<file path="config.mk">
export PLATFORM = sky130hd
export DESIGN_NAME = logic_unit_pipe
export DESIGN_NICKNAME = d
export VERILOG_FILES = /design/src/rtl/logic_unit_pkg.sv /design/src/rtl/logic_unit_core.sv /design/src/rtl/logic_unit_pipe.sv
export SDC_FILE = /design/constraint.sdc
export NUM_CORES = 1
export LEC_CHECK = 0
export ABC_AREA = 0
export ABC_CLOCK_PERIOD_IN_PS = 1700
export CORE_AREA = 8 8 85 87
export CTS_BUF_LIST = sky130_fd_sc_hd__clkbuf_16
export DETAILED_ROUTE_END_ITERATION = 7
export DIE_AREA = 0 0 93 95
export GPL_ROUTABILITY_DRIVEN = 0
export PLACE_DENSITY = 0.72
export SLEW_MARGIN = 0
export SYNTH_ARGS = -nofsm -noshare
export SYNTH_HDL_FRONTEND = slang
export SYNTH_HIERARCHICAL = 1
export SYNTH_SLANG_ARGS = --single-unit
</file>
<file path="constraint.sdc">
create_clock -name clk -period 1.7 [get_ports clk]
set_input_delay 0.255 -clock clk [delete_from_list [all_inputs] [get_ports clk]]
set_output_delay 0.255 -clock clk [all_outputs]
set_load 0.03 [all_outputs]
</file>
<file path="src/rtl/logic_unit_pkg.sv">
// ---------------------------------------------------------------------------
// logic_unit_pkg
//   Shared definitions for the pipelined bitwise logic unit.
//   - LOGIC_OP_W : width of the operation select field
//   - logic_op_e : operation encoding used on the op port
//   - logic_bit  : single-bit evaluation of one operation; the core applies it
//                  independently to every bit position
// ---------------------------------------------------------------------------
package logic_unit_pkg;

  localparam int LOGIC_OP_W = 3;

  typedef enum logic [LOGIC_OP_W-1:0] {
    OP_AND  = 3'd0,
    OP_OR   = 3'd1,
    OP_XOR  = 3'd2,
    OP_NAND = 3'd3,
    OP_NOR  = 3'd4,
    OP_XNOR = 3'd5,
    OP_ANDN = 3'd6,
    OP_PASS = 3'd7
  } logic_op_e;

  // One bit of the selected operation. Every op is purely bitwise, so the
  // full-width result is just this function replicated across the word.
  function automatic logic logic_bit(input logic_op_e op, input logic x, input logic y);
    logic r;
    r = 1'b0;
    case (op)
      OP_AND:  r = x & y;
      OP_OR:   r = x | y;
      OP_XOR:  r = x ^ y;
      OP_NAND: r = ~(x & y);
      OP_NOR:  r = ~(x | y);
      OP_XNOR: r = ~(x ^ y);
      OP_ANDN: r = x & ~y;
      OP_PASS: r = x;
      default: r = 1'b0;
    endcase
    return r;
  endfunction

endpackage

</file>
<file path="src/rtl/logic_unit_core.sv">
// ---------------------------------------------------------------------------
// logic_unit_core
//   Purely combinational W-bit bitwise logic unit.
//   Ports:
//     op  in  logic_op_e  operation select
//     a   in  W           operand A
//     b   in  W           operand B
//     r   out W           f(op, a, b), bitwise, no carries
// ---------------------------------------------------------------------------
module logic_unit_core
  import logic_unit_pkg::*;
#(
  parameter int W = 8
) (
  input  logic_op_e      op,
  input  logic [W-1:0]   a,
  input  logic [W-1:0]   b,
  output logic [W-1:0]   r
);

  // Each result bit depends only on the matching operand bits.
  generate
    for (genvar gi = 0; gi < W; gi++) begin : g_bit
      assign r[gi] = logic_bit(op, a[gi], b[gi]);
    end
  endgenerate

endmodule

</file>
<file path="src/rtl/logic_unit_pipe.sv">
// ---------------------------------------------------------------------------
// logic_unit_pipe
//   Two-stage pipelined W-bit bitwise logic unit with valid/ready flow
//   control and a wrapping count of completed output handshakes.
//   S1 registers a/b/op; S2 registers the computed result.
//
//   Optional build macro: LOGIC_UNIT_FLAGS_EN
//     When defined, y_zero / y_ones ports exist and are registered with y.
//
//   Ports:
//     clk        in   1        clock, rising edge
//     rst        in   1        synchronous reset, active-high
//     in_valid   in   1        operand beat valid
//     in_ready   out  1        unit can accept a beat this cycle
//     a, b       in   W        operands
//     op         in   3        operation (logic_op_e encoding)
//     out_valid  out  1        result valid
//     out_ready  in   1        downstream accepts result
//     y          out  W        result
//     txn_count  out  COUNT_W  completed output handshakes, wraps
//     y_zero     out  1        y == 0          (flags build only)
//     y_ones     out  1        y == all ones   (flags build only)
// ---------------------------------------------------------------------------
module logic_unit_pipe
  import logic_unit_pkg::*;
#(
  parameter int W       = 8,
  parameter int COUNT_W = 16
) (
  input  logic                  clk,
  input  logic                  rst,
  input  logic                  in_valid,
  output logic                  in_ready,
  input  logic [W-1:0]          a,
  input  logic [W-1:0]          b,
  input  logic [LOGIC_OP_W-1:0] op,
  output logic                  out_valid,
  input  logic                  out_ready,
  output logic [W-1:0]          y,
  output logic [COUNT_W-1:0]    txn_count
`ifdef LOGIC_UNIT_FLAGS_EN
  ,
  output logic                  y_zero,
  output logic                  y_ones
`endif
);

  // Stage 1: captured operands
  logic              s1_valid_reg;
  logic [W-1:0]      s1_a_reg;
  logic [W-1:0]      s1_b_reg;
  logic_op_e         s1_op_reg;

  // Stage 2: registered result
  logic              s2_valid_reg;
  logic [W-1:0]      y_reg;
  logic [COUNT_W-1:0] count_reg;

  logic [W-1:0]      core_r;
  logic              s2_adv;
  logic              s1_adv;
  logic              emit;

  // A stage may load when it is empty or its contents move on this cycle.
  // in_ready is therefore combinational from out_ready (no skid buffer).
  assign s2_adv   = !s2_valid_reg || out_ready;
  assign s1_adv   = !s1_valid_reg || s2_adv;
  assign in_ready = s1_adv;
  assign emit     = s2_valid_reg && out_ready;

  logic_unit_core #(
    .W (W)
  ) u_core (
    .op (s1_op_reg),
    .a  (s1_a_reg),
    .b  (s1_b_reg),
    .r  (core_r)
  );

  always_ff @(posedge clk) begin
    if (rst) begin
      s1_valid_reg <= 1'b0;
      s1_a_reg     <= '0;
      s1_b_reg     <= '0;
      s1_op_reg    <= OP_AND;
    end else if (s1_adv) begin
      s1_valid_reg <= in_valid;
      // Operands only change on an actual accept so S1 data stays tidy
      // while the stage is empty.
      if (in_valid) begin
        s1_a_reg  <= a;
        s1_b_reg  <= b;
        s1_op_reg <= logic_op_e'(op);
      end
    end
  end

  always_ff @(posedge clk) begin
    if (rst) begin
      s2_valid_reg <= 1'b0;
      y_reg        <= '0;
    end else if (s2_adv) begin
      s2_valid_reg <= s1_valid_reg;
      // y keeps its last value across bubbles; only a real beat updates it.
      if (s1_valid_reg) begin
        y_reg <= core_r;
      end
    end
  end

  always_ff @(posedge clk) begin
    if (rst) begin
      count_reg <= '0;
    end else if (emit) begin
      count_reg <= count_reg + COUNT_W'(1);
    end
  end

  assign out_valid = s2_valid_reg;
  assign y         = y_reg;
  assign txn_count = count_reg;

`ifdef LOGIC_UNIT_FLAGS_EN
  logic y_zero_reg;
  logic y_ones_reg;

  // Flags are computed from the same core result and loaded under the same
  // condition as y, so they share its timing exactly.
  always_ff @(posedge clk) begin
    if (rst) begin
      y_zero_reg <= 1'b0;
      y_ones_reg <= 1'b0;
    end else if (s2_adv && s1_valid_reg) begin
      y_zero_reg <= (core_r == '0);
      y_ones_reg <= (core_r == '1);
    end
  end

  assign y_zero = y_zero_reg;
  assign y_ones = y_ones_reg;
`endif

endmodule

</file>
# Word-level counts from Yosys, hierarchy flattened
# Index checks and enable logic that the tools add are counted.
# W data, S select, Z words.
[totals]
out_inout_bits = 26
ff_bits = 45
input_bits = 23
wordCells = 95
[classes]
n_eq_ne = 7
muxes = 8
bitwise_logic = 64
n_addsub = 1
reduce_logical = 8
[ops]
columns = ["operator", "n"]
rows = [
  ["$pmux W1 S8", 8],
  ["$not A1 Y1", 32],
  ["$add A16 B1 Y16 const B", 1],
  ["$and A1 B1 Y1", 16],
  ["$eq A3 B3 Y1 const B", 4],
  ["$or A1 B1 Y1", 8],
  ["$xor A1 B1 Y1", 8],
  ["$eq A3 B2 Y1 const B", 2],
  ["$reduce_and A2 Y1", 2],
  ["$eq A3 B1 Y1 const B", 1],
  ["$logic_not A3 Y1", 1],
  ["$logic_not A1 Y1", 2],
  ["$logic_or A1 B1 Y1", 2],
  ["$logic_and A1 B1 Y1", 1],
]

# Depth between registers and ports, before layout
# Gate-level depths: netlist (run 1).
[logic_depth]
word_depth = 4
depth_mapped = 9
depth_no_buf = 8

# Modules after synthesis
# The synthesis (run 1) kept the hierarchy.
[by_module_without_submodules]
columns = ["mod", "instances", "cells_each", "area_each_um2"]
rows = [
  ["logic_unit_pipe", 1, 199, 1735.4],
  ["logic_unit_core", 1, 134, 992.2],
]

# Worst setup path after synthesis (run 1)
# OpenSTA, ideal clock, no wires.
[synth_path]
kind = "reg2reg"
from = "register s2_valid_reg (netlist: out_valid)"
to = "register s1_a_reg[0]"
path_slack_ns = -0.120
path_stages_with_launch = 7
setup_time_ns = 0.132
synth_period_minus_slack_ns = 1.820
t_arrival_ns = 1.688
cell_sequence = "dfxtp_1 > nand3b_1 > and2_1 > buf_2 > buf_2 > nand2_1 > a21oi_1"
[synth_via]
elab_chain_len = 4
[synth_rtl]
columns = ["item", "line", "source"]
rows = [
  ["start: declaration", "logic_unit_pipe.sv:55", "logic s2_valid_reg;"],
  ["start signal: assignment", "logic_unit_pipe.sv:103", "s2_valid_reg <= s1_valid_reg;"],
  ["$logic_not A1 Y1", "logic_unit_pipe.sv:66", "assign s2_adv = !s2_valid_reg || out_ready;"],
  ["$logic_or A1 B1 Y1", "logic_unit_pipe.sv:66", ""],
  ["$logic_or A1 B1 Y1", "logic_unit_pipe.sv:67", "assign s1_adv = !s1_valid_reg || s2_adv;"],
  ["via in_ready", "logic_unit_pipe.sv:33", "output logic in_ready,"],
  ["$reduce_and A2 Y1 (no source line)", "--", ""],
  ["end signal: assignment", "logic_unit_pipe.sv:83", "s1_a_reg <= '0;"],
  ["end signal: assignment", "logic_unit_pipe.sv:91", "s1_a_reg <= a;"],
  ["end: declaration", "logic_unit_pipe.sv:50", "logic [W-1:0] s1_a_reg;"],
]
# The timed path passes the listed nets, and every way through them passes these cells.
# A chain may end at the register's enable or synchronous reset.

# Final worst setup path (run 1)
[layout_path]
from = "register count_reg[4] (netlist: txn_count[4])"
to = "output txn_count[4]"
[layout_rtl]
columns = ["item", "line", "source"]
rows = [
  ["start: declaration", "logic_unit_pipe.sv:57", "logic [COUNT_W-1:0] count_reg;"],
  ["start signal: assignment", "logic_unit_pipe.sv:115", "count_reg <= count_reg + COUNT_W'(1);"],
  ["end: declaration", "logic_unit_pipe.sv:40", "output logic [COUNT_W-1:0] txn_count"],
]
# No word-level cell between the ends.

==> run summary, run 1 <==
The number of buffers created by CTS came out at 5. The number of fillers in the final layout came out at 534. The clock period minus final worst setup slack is 1.66 ns.

The root buffer cell chosen for the clock tree is sky130_fd_sc_hd__clkbuf_16. The chip height came out at 95 µm. The area growth from synthesis to layout is 34.4%. For this design, the sink count on the clock tree is 45.

The reported max-cap violation count came out at 0. Cells fill 63.1% of the core in the end. STA classifies the critical path startpoint as a flip-flop.

The placed wire-length estimate came out at 4630 µm. Together, buffers and inverters on the worst path number 1. The number of iterations in the first detailed-routing pass is 4. The largest fanout on the critical path is 6.

The aggregate global-route resource usage came out at 14.7%. The total setup violations reported at the end of the flow came out at 0. The largest incremental delay on the critical path came out at 0.71 ns. The area of the core region came out at 5820 µm². The highest ir drop seen on vdd came out at 542 µV. The CTS clock-pin slew for the worst setup and hold paths is 0.07 ns.

By startpoint and endpoint, the worst setup path is classified as flip-flop to output port. The count of input and output buffers is 48. In this run, post-CTS hold repair placed 0 buffers. The headroom to the max-slew limit is 73.4%. The worst setup path is captured at an output port. The gate count after technology mapping is 333. Traced cell by cell, the critical path runs through clkdlybuf4s50_1. Leaving out fill and tap cells, the most frequent cells in the layout are sky130_fd_sc_hd__nand2_1, sky130_fd_sc_hd__clkdlybuf4s50_1, sky130_fd_sc_hd__dfxtp_1. The depth of the CTS H-tree is 2. The post-synthesis net count is 381. The initial core utilization came out at 46.9%.

The overall routed net length came out at 6400 µm. The number of antenna diodes in the final layout is 0. The largest net degree at the start of global routing is 46. In this run, the number of DRC markers left after iteration 0 of detailed routing was 109. The class of the most critical hold timing path is flip-flop to flip-flop. Of the cells placed in the final design, the portion with a size suffix greater than 1 is 14.8%. The number of flip-flops under the largest register name came out at 16.

Using the TritonRoute via totals, the vias-per-cell ratio works out to 5.16. For this block, the via count after detailed routing is 2445. In this run the mean area of a mapped cell was 8.19 µm². The run finished with clean final reports. The fmax came out at 602 MHz. The initial antenna violation count is 0. The clock insertion delay at the later pin of the skew report came out at 0.29 ns. The DRC violation count after routing came out at 0.

The floorplan row count is 28. The number of max-slew violations in the final report was 0. The total global routing overflow is 0. Across all setup checks in the final design, the least slack found is 0.0377 ns. The worst-case setup slack after placement came out at -0.168 ns. The number of ports placed on the die boundary is 49. Sequential cells were found to cover 33.0% of the synthesized design area. The arrival time of the worst setup path is 1.41 ns. The power per standard cell area is 743 nW/µm². In the final routed layout, each cell accounts on average for 13.5 µm. Hold timing on the final database bottoms out at a slack of 0.476 ns. Among all flip-flop cells after synthesis, the most frequent one is sky130_fd_sc_hd__dfxtp_1. Leaving out fill and tap cells, the most frequent cell in the layout is sky130_fd_sc_hd__nand2_1. The first global-routing pass estimated 10600 µm of wire.

Among cell families on the critical path, the largest total delay comes from buffers and inverters. TritonCTS built the clock tree. The overall die width came out at 93 µm. The total of flip-flops plus latches after synthesis came out at 45. The slew at the pin closest to its max-slew limit is 0.398 ns.

The post-synth design cell area came out at 2730 µm². The yosys synthesis warning count is 6. The number of enable flip-flop cells after synthesis came out at 0. Yosys attributes the largest share of cell area to sky130_fd_sc_hd__dfxtp_1, sky130_fd_sc_hd__ha_1, sky130_fd_sc_hd__nand2_1.

The number of distinct library cells after synthesis is 45. The leakage power is 0.00158 µW. The endpoint required time on the critical path is 1.44 ns. The deepest clock path buffer count came out at 2. The async set-or-reset flop fraction in the synthesized netlist is 0%. The final period utilization is 97.8%. The top cell type by area accounts for 33.0% of the synthesized area. The post-route antenna net violation count is 0. The number of nets in the layout came out at 446.

The via count of the first global-routing pass is 2387. The number of hold violations in the final report is 0. The slowest stage of the critical path belongs to the cell sky130_fd_sc_hd__clkdlybuf4s50_1.

The worst-case clock skew came out at 0.00574 ns. The die covers 8840 µm². The biggest area contributor in the post-synthesis netlist is sky130_fd_sc_hd__dfxtp_1.
report_power, final:
part / switching (µW) / leakage (µW) / internal [µW]
Sequential: 44.8 / 0.000370 / 1090
Combinational: 232 / 0.00112 / 237
Clock: 421 / 0.0000842 / 696
Total: 698 / 0.00158 / 2030
layout make-up:
type                    count  area (µm²)  share of cell area, %
clock buffers               5         125                   3.41
clock inverters             3        43.8                   1.19
inverters                  24        90.1                   2.46
multi-input cells         246        1650                   45.1
flip-flops and latches     45         912                   24.9
well taps                  75        93.8                   2.56
repair buffers             76         749                   20.4
final timing paths:
| kind | start | to | slack [ns] | cells past startpoint |
|---|---|---|---|---|
| setup / recovery | txn_count[4] | txn_count[4] | 0.04 | 1 |
| hold / removal | s1_b_reg[0] | s1_b_reg[0] | 0.48 | 2 |
| setup reg to reg | s1_b_reg[1] | y[1] | 0.07 | 7 |
| hold reg to reg | s1_b_reg[0] | s1_b_reg[0] | 0.48 | 2 |
kinds of logic after synthesis:
family,share of synthesized area [%]
adder cells (fa/ha/maj),11.5
XOR/XNOR,3.53
AO/OA/AOI/OAI,14.1
flip-flops,33.0
multiplexers,7.34
buffers and inverters,7.34
AND/OR/NAND/NOR,23.2
metrics by stage:
stage / power, µW / std cells / cell area, µm² / setup TNS, ns
after CTS: 2740 / 473 / 3610 / 0
after global routing: 2830 / 474 / 3670 / -0.0115
after global placement: 1600 / 465 / 3440 / -2.14
after floorplan: 1440 / 333 / 2730 / 0
final: 2720 / 474 / 3670 / 0
after detailed placement: 1610 / 465 / 3440 / -3.36
timing repair:
item	4_1_cts	5_1_grt
cloned	0	0
endpoints found under the hold margin	0	0
setup endpoints to repair	8	17
resized for setup	4	15
pin swaps	0	5
setup buffers	0	1
synth_stat cells, drive strengths merged (7+ instances only):
cell    number
nand2b       7
nor2        25
inv         24
dfxtp       45
nor2b        8
nand2       54
ha          25
mux2i       14
buf         11
o22ai       10
xor2         7
o21ai        9
clkbuf       7
a211oi       7
a21oi       34
routing by layer:
layer  track usage (%)  routed length (µm)
met5                 0                   0
met4              5.64                  82
met2              25.3                2970
met1              17.2                3030
met3              3.41                 326
Power figures use the tool's default switching activity.
==> inputs of run 2 (changes only) <==
--- a/config.mk
+++ b/config.mk
@@ -7,14 +7,13 @@
 export LEC_CHECK = 0
 export ABC_AREA = 0
 export ABC_CLOCK_PERIOD_IN_PS = 1700
-export CORE_AREA = 8 8 85 87
+export CORE_AREA = 8 8 84 86
 export CTS_BUF_LIST = sky130_fd_sc_hd__clkbuf_16
 export DETAILED_ROUTE_END_ITERATION = 7
-export DIE_AREA = 0 0 93 95
+export DIE_AREA = 0 0 92 94
 export GPL_ROUTABILITY_DRIVEN = 0
-export PLACE_DENSITY = 0.72
+export PLACE_DENSITY = 0.71
 export SLEW_MARGIN = 0
 export SYNTH_ARGS = -nofsm -noshare
 export SYNTH_HDL_FRONTEND = slang
-export SYNTH_HIERARCHICAL = 1
 export SYNTH_SLANG_ARGS = --single-unit
==> run summary, run 2 <==
The run finished with clean final reports. The largest fanout on the critical path is 5 (-1). The post-synthesis average cell area came out at 8.29 µm² (+1.2%).

The overall routed net length came out at 6190 µm (-3.3%). The post-detailed-route wirelength per cell is 13.8 µm (+2.1%). The post-synthesis net count is 360 (-5.5%). The number of flip-flops under the largest register name came out at 16 (unchanged). The sequential area share after synthesis came out at 34.8% (+1.8 points). The critical hold path startpoint is y[0].

The number of buffers created by CTS came to 5 (unchanged). The largest net degree at the start of global routing came to 29 (-37%). The aggregate global-route resource usage is 14.6% (about the same).

The slew at the pin closest to its max-slew limit came out at 0.672 ns (+0.274 ns). The final period utilization came out at 97.9% (+0.11 points). The depth of the CTS H-tree came out at 2 (unchanged).

The headroom to the max-slew limit is 55.2% (-18 points). The worst-case reg-to-reg path depth came out at 5 (-2). The endpoint kind of the worst setup timing path is an output port.

The total of flip-flops plus latches after synthesis came out at 45 (unchanged). The initial core utilization is 45.0% (-1.9 points). The gate count after technology mapping came to 312 (-6.3%). The global-route wire length before repair is 10600 µm (-0.58%). The largest total area in the synthesized netlist belongs to sky130_fd_sc_hd__dfxtp_1. The largest incremental delay on the critical path came out at 0.71 ns (about the same). The worst reg2reg path startpoint is s1_op_reg[1]. The number of antenna repair diodes came out at 0 (unchanged). The buffer type at the clock tree root is sky130_fd_sc_hd__clkbuf_16. The initial detailed-routing violation count is 152 (+39%). The arrival time of the worst setup path came out at 1.41 ns (about the same). The number of buffer and inverter stages on the critical path came to 1 (unchanged). Leaving out fill and tap cells, the most frequent cell in the layout is sky130_fd_sc_hd__nand2_1. The floorplan die area came out at 8650 µm² (-2.1%). The count of input and output buffers came out at 48 (unchanged). The worst hold path cell count is 2 (unchanged). The post-route antenna net violation count is 0 (unchanged).

The reported max-cap violation count came to 0 (unchanged). The post-detailed-placement cell area is 3260 µm² (-5.4%). The endpoint identified for the worst register-to-register timing path is y[1].

The floorplan row count came to 28 (unchanged). The number of sinks on the clock net is 45 (unchanged). The setup slack of the worst register-to-register path is 0.07 ns (about the same). The number of max-slew violations in the final report was 0 (unchanged).

The cell family contributing the most delay on the critical path is buffers and inverters. Sorting the synthesized cells by how often they occur yields sky130_fd_sc_hd__nand2_1, sky130_fd_sc_hd__dfxtp_1, sky130_fd_sc_hd__a21oi_1, sky130_fd_sc_hd__nor2_1, sky130_fd_sc_hd__ha_1. The highest ir drop seen on vdd is 475 µV (-12%). The area of the core region came to 5750 µm² (-1.2%). The worst hold path terminates at y[0]. The number of iterations in the first detailed-routing pass came out at 4 (unchanged). The initial antenna violation count was 0 (unchanged). The first element of the critical path is txn_count[4]. The area of all placed cells without fillers came out at 3430 µm² (-6.3%). The leakage power came out at 0.00143 µW (-9.3%). The CTS clock-pin slew for the worst setup and hold paths is 0.06 ns (about the same). The area share of the leading cell type in the synthesized netlist came out at 34.8% (+1.8 points). The chip height is 94 µm (-1.1%). The async set-or-reset flop fraction in the synthesized netlist came out at 0% (unchanged). TritonCTS built the clock tree. The number of nets in the layout came out at 422 (-5.4%). In the synthesized netlist the dominant register cell turns out to be sky130_fd_sc_hd__dfxtp_1. The top cell types in the final layout, fill and taps aside, are sky130_fd_sc_hd__nand2_1, sky130_fd_sc_hd__clkdlybuf4s50_1, sky130_fd_sc_hd__dfxtp_1.

The overall die width came out at 92 µm (-1.1%). The power per standard cell area is 737 nW/µm² (-0.74%). The deepest clock path buffer count came out at 2 (unchanged). The via count of the first global-routing pass is 2300 (-3.6%). The hold buffer count at cts is 0 (unchanged). Yosys instantiated no cell more often than sky130_fd_sc_hd__nand2_1. The endpoint required time on the critical path is 1.44 ns (about the same). The worst-case clock skew is 0.00340 ns (-0.00235 ns). The category of the critical setup timing path is flip-flop to output port. The number of hold violations in the final report came out at 0 (unchanged). The clock insertion delay at the later pin of the skew report is 0.29 ns (about the same). The post-synth design cell area came out at 2590 µm² (-5.2%).

The number of ports placed on the die boundary came to 49 (unchanged). The number of distinct library cells after synthesis is 46 (+2.2%). The total global routing overflow is 0 (unchanged). The fraction of layout cells with a size suffix above 1 came to 13.6% (-1.2 points). The detailed-route via count was 2291 (-6.3%).

The DRC violation count after routing came out at 0 (unchanged). The worst-path cell with the longest stage delay is sky130_fd_sc_hd__clkdlybuf4s50_1. The average via count per standard cell is 5.10 (-1.1%). The total setup violations reported at the end of the flow came out at 0 (unchanged). The overall power consumption came out at 2530 µW (-7.0%).

The number of fillers in the final layout is 530 (-0.75%). The yosys synthesis warning count came out at 0 (-6). The signal on the critical path passes through clkdlybuf4s50_1. The min-delay analysis places its worst path in the category flip-flop to flip-flop.

The core occupancy in the finished layout came out at 59.8% (-3.3 points). Ranked by total cell area, the synthesized netlist is headed by sky130_fd_sc_hd__dfxtp_1, sky130_fd_sc_hd__ha_1, sky130_fd_sc_hd__nand2_1. The placed wire-length estimate is 4630 µm (-0.13%). The clock period minus final worst setup slack came out at 1.66 ns (+0.00182 ns).

The number of enable flip-flop cells after synthesis is 0 (unchanged). Compared with the post-synthesis result, the final layout area differs by 32.8%. STA classifies the critical path startpoint as a flip-flop.

The fmax came out at 601 MHz (-0.11%).
[run 2: where the power goes]
| part | total (µW) | internal, µW | leakage, µW | switching [µW] |
|---|---|---|---|---|
| Clock | 949 | 539 | 0.0000659 | 410 |
| Sequential | 1140 | 1100 | 0.000369 | 40.7 |
| Combinational | 447 | 225 | 0.000997 | 222 |
[run 2: worst max-delay path by stage]
stage / end / slack, ns / cells past startpoint
floorplan: s1_op_reg[0] / 0.07 / 6
global placement: y[0] / -0.05 / 5
detailed placement: y[5] / -0.07 / 5
CTS: y[7] / 0.02 / 6
global route: txn_count[4] / -0.005 / 1
finish: txn_count[4] / 0.04 / 1
[run 2: cells by family after synthesis]
logic type                 after synthesis  synth area share [%]
xor gates and xnor gates                15                  5.08
muxes                                    9                  5.47
adders and majority gates               25                  12.1
buffers and inverters                   38                  6.97
AOI/OAI and AO/OA                       63                  15.9
and+or+nand+nor                        117                  19.7
DFF                                     45                  34.8
[run 2: area by class of cell]
cell class,count,area [µm²],area share (%)
Multi-Input combinational cell,229,1530,44.4
Sequential cell,45,907,26.4
Timing Repair Buffer,72,688,20.0
Clock buffer,5,125,3.64
Tap cell,75,93.8,2.73
Inverter,21,78.8,2.30
Clock inverter,2,16.3,0.474
[run 2: stage by stage]
| step | setup TNS, ns | hold slack [ns] | setup WS (ns) | instances |
|---|---|---|---|---|
| final | 0 | 0.454 | 0.0358 | 449 |
| after global routing | -0.00464 | 0.484 | -0.00464 | 449 |
| after CTS | 0 | 0.456 | 0.0171 | 448 |
| after detailed placement | -0.477 | 0.447 | -0.0694 | 441 |
| after global placement | -0.256 | 0.445 | -0.0454 | 441 |
| after floorplan | 0 | 0.391 | 0.0664 | 312 |
[run 2: what timing repair did]
action | in CTS | in global routing
gates resized for setup | 1 | 9
buffers inserted | 0 | 1
endpoints found under the setup margin | 1 | 7
pin swaps | 0 | 4
[run 2: layer usage]
metal  global-route usage (%)  share of wire (%)  vias to the layer above  routed length [µm]
li1                         -                  -                     1173                   -
met1                     17.5                 44                     1050                2730
met2                     24.7                 46                       58                2860
met3                     4.96                8.5                       10                 525
met4                     3.62                1.3                        0                  80
met5                        0                  0                        -                   0
==> inputs of run 3 (changes only) <==
--- a/config.mk
+++ b/config.mk
@@ -7,12 +7,13 @@
 export LEC_CHECK = 0
 export ABC_AREA = 0
 export ABC_CLOCK_PERIOD_IN_PS = 1700
-export CORE_AREA = 8 8 84 86
+export CORE_AREA = 10 10 86 88
 export CTS_BUF_LIST = sky130_fd_sc_hd__clkbuf_16
 export DETAILED_ROUTE_END_ITERATION = 7
-export DIE_AREA = 0 0 92 94
+export DIE_AREA = 0 0 96 98
 export GPL_ROUTABILITY_DRIVEN = 0
 export PLACE_DENSITY = 0.71
+export SKIP_CTS_REPAIR_TIMING = 1
 export SLEW_MARGIN = 0
 export SYNTH_ARGS = -nofsm -noshare
 export SYNTH_HDL_FRONTEND = slang
==> run summary, run 3 (synthesis gave the netlist of run 2 again) <==
The flow ran to the end, and the final reports show no timing, DRC or antenna violations. The initial antenna violation count is 0 (unchanged). The largest fanout on the critical path is 4 (-1). The met1 usage is 16.9% (-0.62 points). The layer with the highest usage after global routing is met2. The register area is 910 µm² (+0.28%).

The worst-case clock skew is 0.00635 ns (+0.00295 ns). The worst hold path cell count was 2 (unchanged). The leakage power is 0.00152 µW (+6.4%). The power per standard cell area came out at 778 nW/µm² (+5.5%). The setup slack of the worst register-to-register path is 0.08 ns (about the same). The signal on the critical path passes through clkdlybuf4s50_1.

The gate family responsible for the most delay along the worst path is buffers and inverters. The floorplan row count is 28 (unchanged). The largest incremental delay on the critical path came out at 0.70 ns (about the same). The CTS tree is done. The highest ir drop seen on vdd came out at 655 µV (+38%). The number of fillers in the final layout came out at 510 (-3.8%). The area taken by multi-input logic gates came out at 1530 µm² (unchanged). The detailed-route via count came out at 2310 (+0.83%). The overall routed net length came out at 6260 µm (+1.2%). The fmax came out at 608 MHz (+1.2%). The number of ports placed on the die boundary was 49 (unchanged). The worst-case reg-to-reg path depth is 4 (-1).

The worst reg2reg path startpoint is s1_op_reg[1]. The area growth from synthesis to layout came out at 35.6%. The fraction of layout cells with a size suffix above 1 came out at 14.9% (+1.2 points). The placed wire-length estimate is 4640 µm (+0.22%). The average via count per standard cell was 5.11 (+0.16%).

The core occupancy in the finished layout came out at 61.0% (+1.2 points). The summed negative setup slack over all endpoints is 0 ns (unchanged). The total global routing overflow is 0 (unchanged). The area of the core region came to 5750 µm² (unchanged). The deepest clock path buffer count came out at 2 (unchanged).

The clock insertion delay at the later pin of the skew report is 0.29 ns (about the same). The clock period minus final worst setup slack is 1.64 ns (-0.0195 ns). The headroom to the max-slew limit is 56.3% (+1.1 points). The number of buffers created by CTS is 5 (unchanged). The overall die width is 96 µm (+4.3%). The aggregate global-route resource usage was 13.7% (-0.94 points). The total setup violations reported at the end of the flow is 0 (unchanged). The worst hold slack came out at 0.457 ns (+0.00234 ns). The arrival time of the worst setup path is 1.39 ns (-0.02 ns). The met3 usage in global routing came out at 6.74% (+1.8 points). The final period utilization is 96.7% (-1.1 points). The post-detailed-route wirelength per cell was 13.9 µm (+0.51%).

The initial detailed-routing violation count is 101 (-34%). The number of max-slew violations in the final report is 0 (unchanged). The endpoint required time on the critical path came out at 1.44 ns (about the same). The class of the most critical hold timing path is flip-flop to flip-flop. The reported max-cap violation count came out at 0 (unchanged).

The number of iterations in the first detailed-routing pass came to 4 (unchanged). The global-route wire length before repair came out at 10700 µm (+1.2%). The overall power consumption is 2730 µW (+7.7%). The post-route antenna net violation count is 0 (unchanged). The worst-path cell with the longest stage delay is sky130_fd_sc_hd__clkdlybuf4s50_1. The buffer type at the clock tree root is sky130_fd_sc_hd__clkbuf_16.

STA classifies the critical path endpoint as an output port. The worst hold path terminates at y[0]. The slew at the pin closest to its max-slew limit came to 0.656 ns (-0.0165 ns). The count of input and output buffers is 48 (unchanged).

The endpoint identified for the worst register-to-register timing path is y[5]. The CTS clock-pin slew for the worst setup and hold paths is 0.07 ns (about the same). Leaving out fill and tap cells, the most frequent cell in the layout is sky130_fd_sc_hd__nand2_1.

The depth of the CTS H-tree came out at 2 (unchanged). The floorplan die area came out at 9410 µm² (+8.8%). The met2 demand-to-capacity share in global routing came out at 20.9% (-3.8 points). The logic depth of the worst setup path including buffers came out at 1 (unchanged). The chip height came out at 98 µm (+4.3%).

The number of hold violations in the final report is 0 (unchanged). The largest net degree at the start of global routing is 30 (+3.4%). The DRC violation count after routing is 0 (unchanged). The initial core utilization came out at 45.0% (unchanged). In this run the most critical hold path is launched from y[0]. The number of sinks on the clock net came to 45 (unchanged). The number of buffer and inverter stages on the critical path came out at 1 (unchanged). Leaving out fill and tap cells, the most frequent cells in the layout are sky130_fd_sc_hd__nand2_1, sky130_fd_sc_hd__clkdlybuf4s50_1, sky130_fd_sc_hd__dfxtp_1. The number of flip-flops under the largest register name came to 16 (unchanged). The number of nets in the layout came out at 424 (+0.47%).

The worst setup path is launched from a flip-flop. The number of antenna repair diodes is 0 (unchanged). The critical path in this run is classified as flip-flop to output port. The via count of the first global-routing pass came out at 2321 (+0.91%).
-- run 3: how the worst max path moves through the flow --
stage	startpoint	endpoint	slack, ns
finish	txn_count[13]	txn_count[13]	0.06
global route	s1_b_reg[4]	y[4]	-0.003
CTS	s1_a_reg[1]	y[1]	0.002
detailed placement	out_ready	txn_count[15]	-0.04
global placement	out_ready	txn_count[15]	-0.02
floorplan	out_valid	s1_op_reg[0]	0.07
-- run 3: per-layer routing --
metal  up-vias  share of wire [%]
li1       1188                  -
met1      1061                 45
met2        57                 46
met3         4                8.9
met4         0               0.45
met5         -                  0
-- run 3: power breakdown --
group / total, µW / switching (µW) / internal, µW
clock: 1140 / 430 / 706
combinational: 459 / 226 / 233
sequential: 1130 / 37.1 / 1100
total: 2730 / 693 / 2030
-- run 3: final cells by class --
type                       count  share of cell area [%]
timing repair buffer          74                    20.6
sequential                    45                    25.9
inverter                      21                    2.25
tap                           75                    2.68
clock buffer                   5                    3.57
clock inverter                 3                    1.43
multi-input combinational    229                    43.5
-- run 3: through the flow --
| stage | cells | worst slack, ns | area [µm²] |
|---|---|---|---|
| finish | 452 | 0.0553 | 3510 |
| CTS | 451 | 0.00180 | 3460 |
| global placement | 443 | -0.0176 | 3280 |
| floorplan | 312 | 0.0664 | 2590 |
| detailed placement | 443 | -0.0368 | 3280 |
| global route | 452 | -0.00291 | 3510 |
-- run 3: tightest hold or removal path, delay by kind of cell (launching register included) --
family / cells / cell delay, ns
AOI/OAI and AO/OA: 1 / 0.05
and+or+nand+nor: 1 / 0.05
DFF: 1 / 0.31
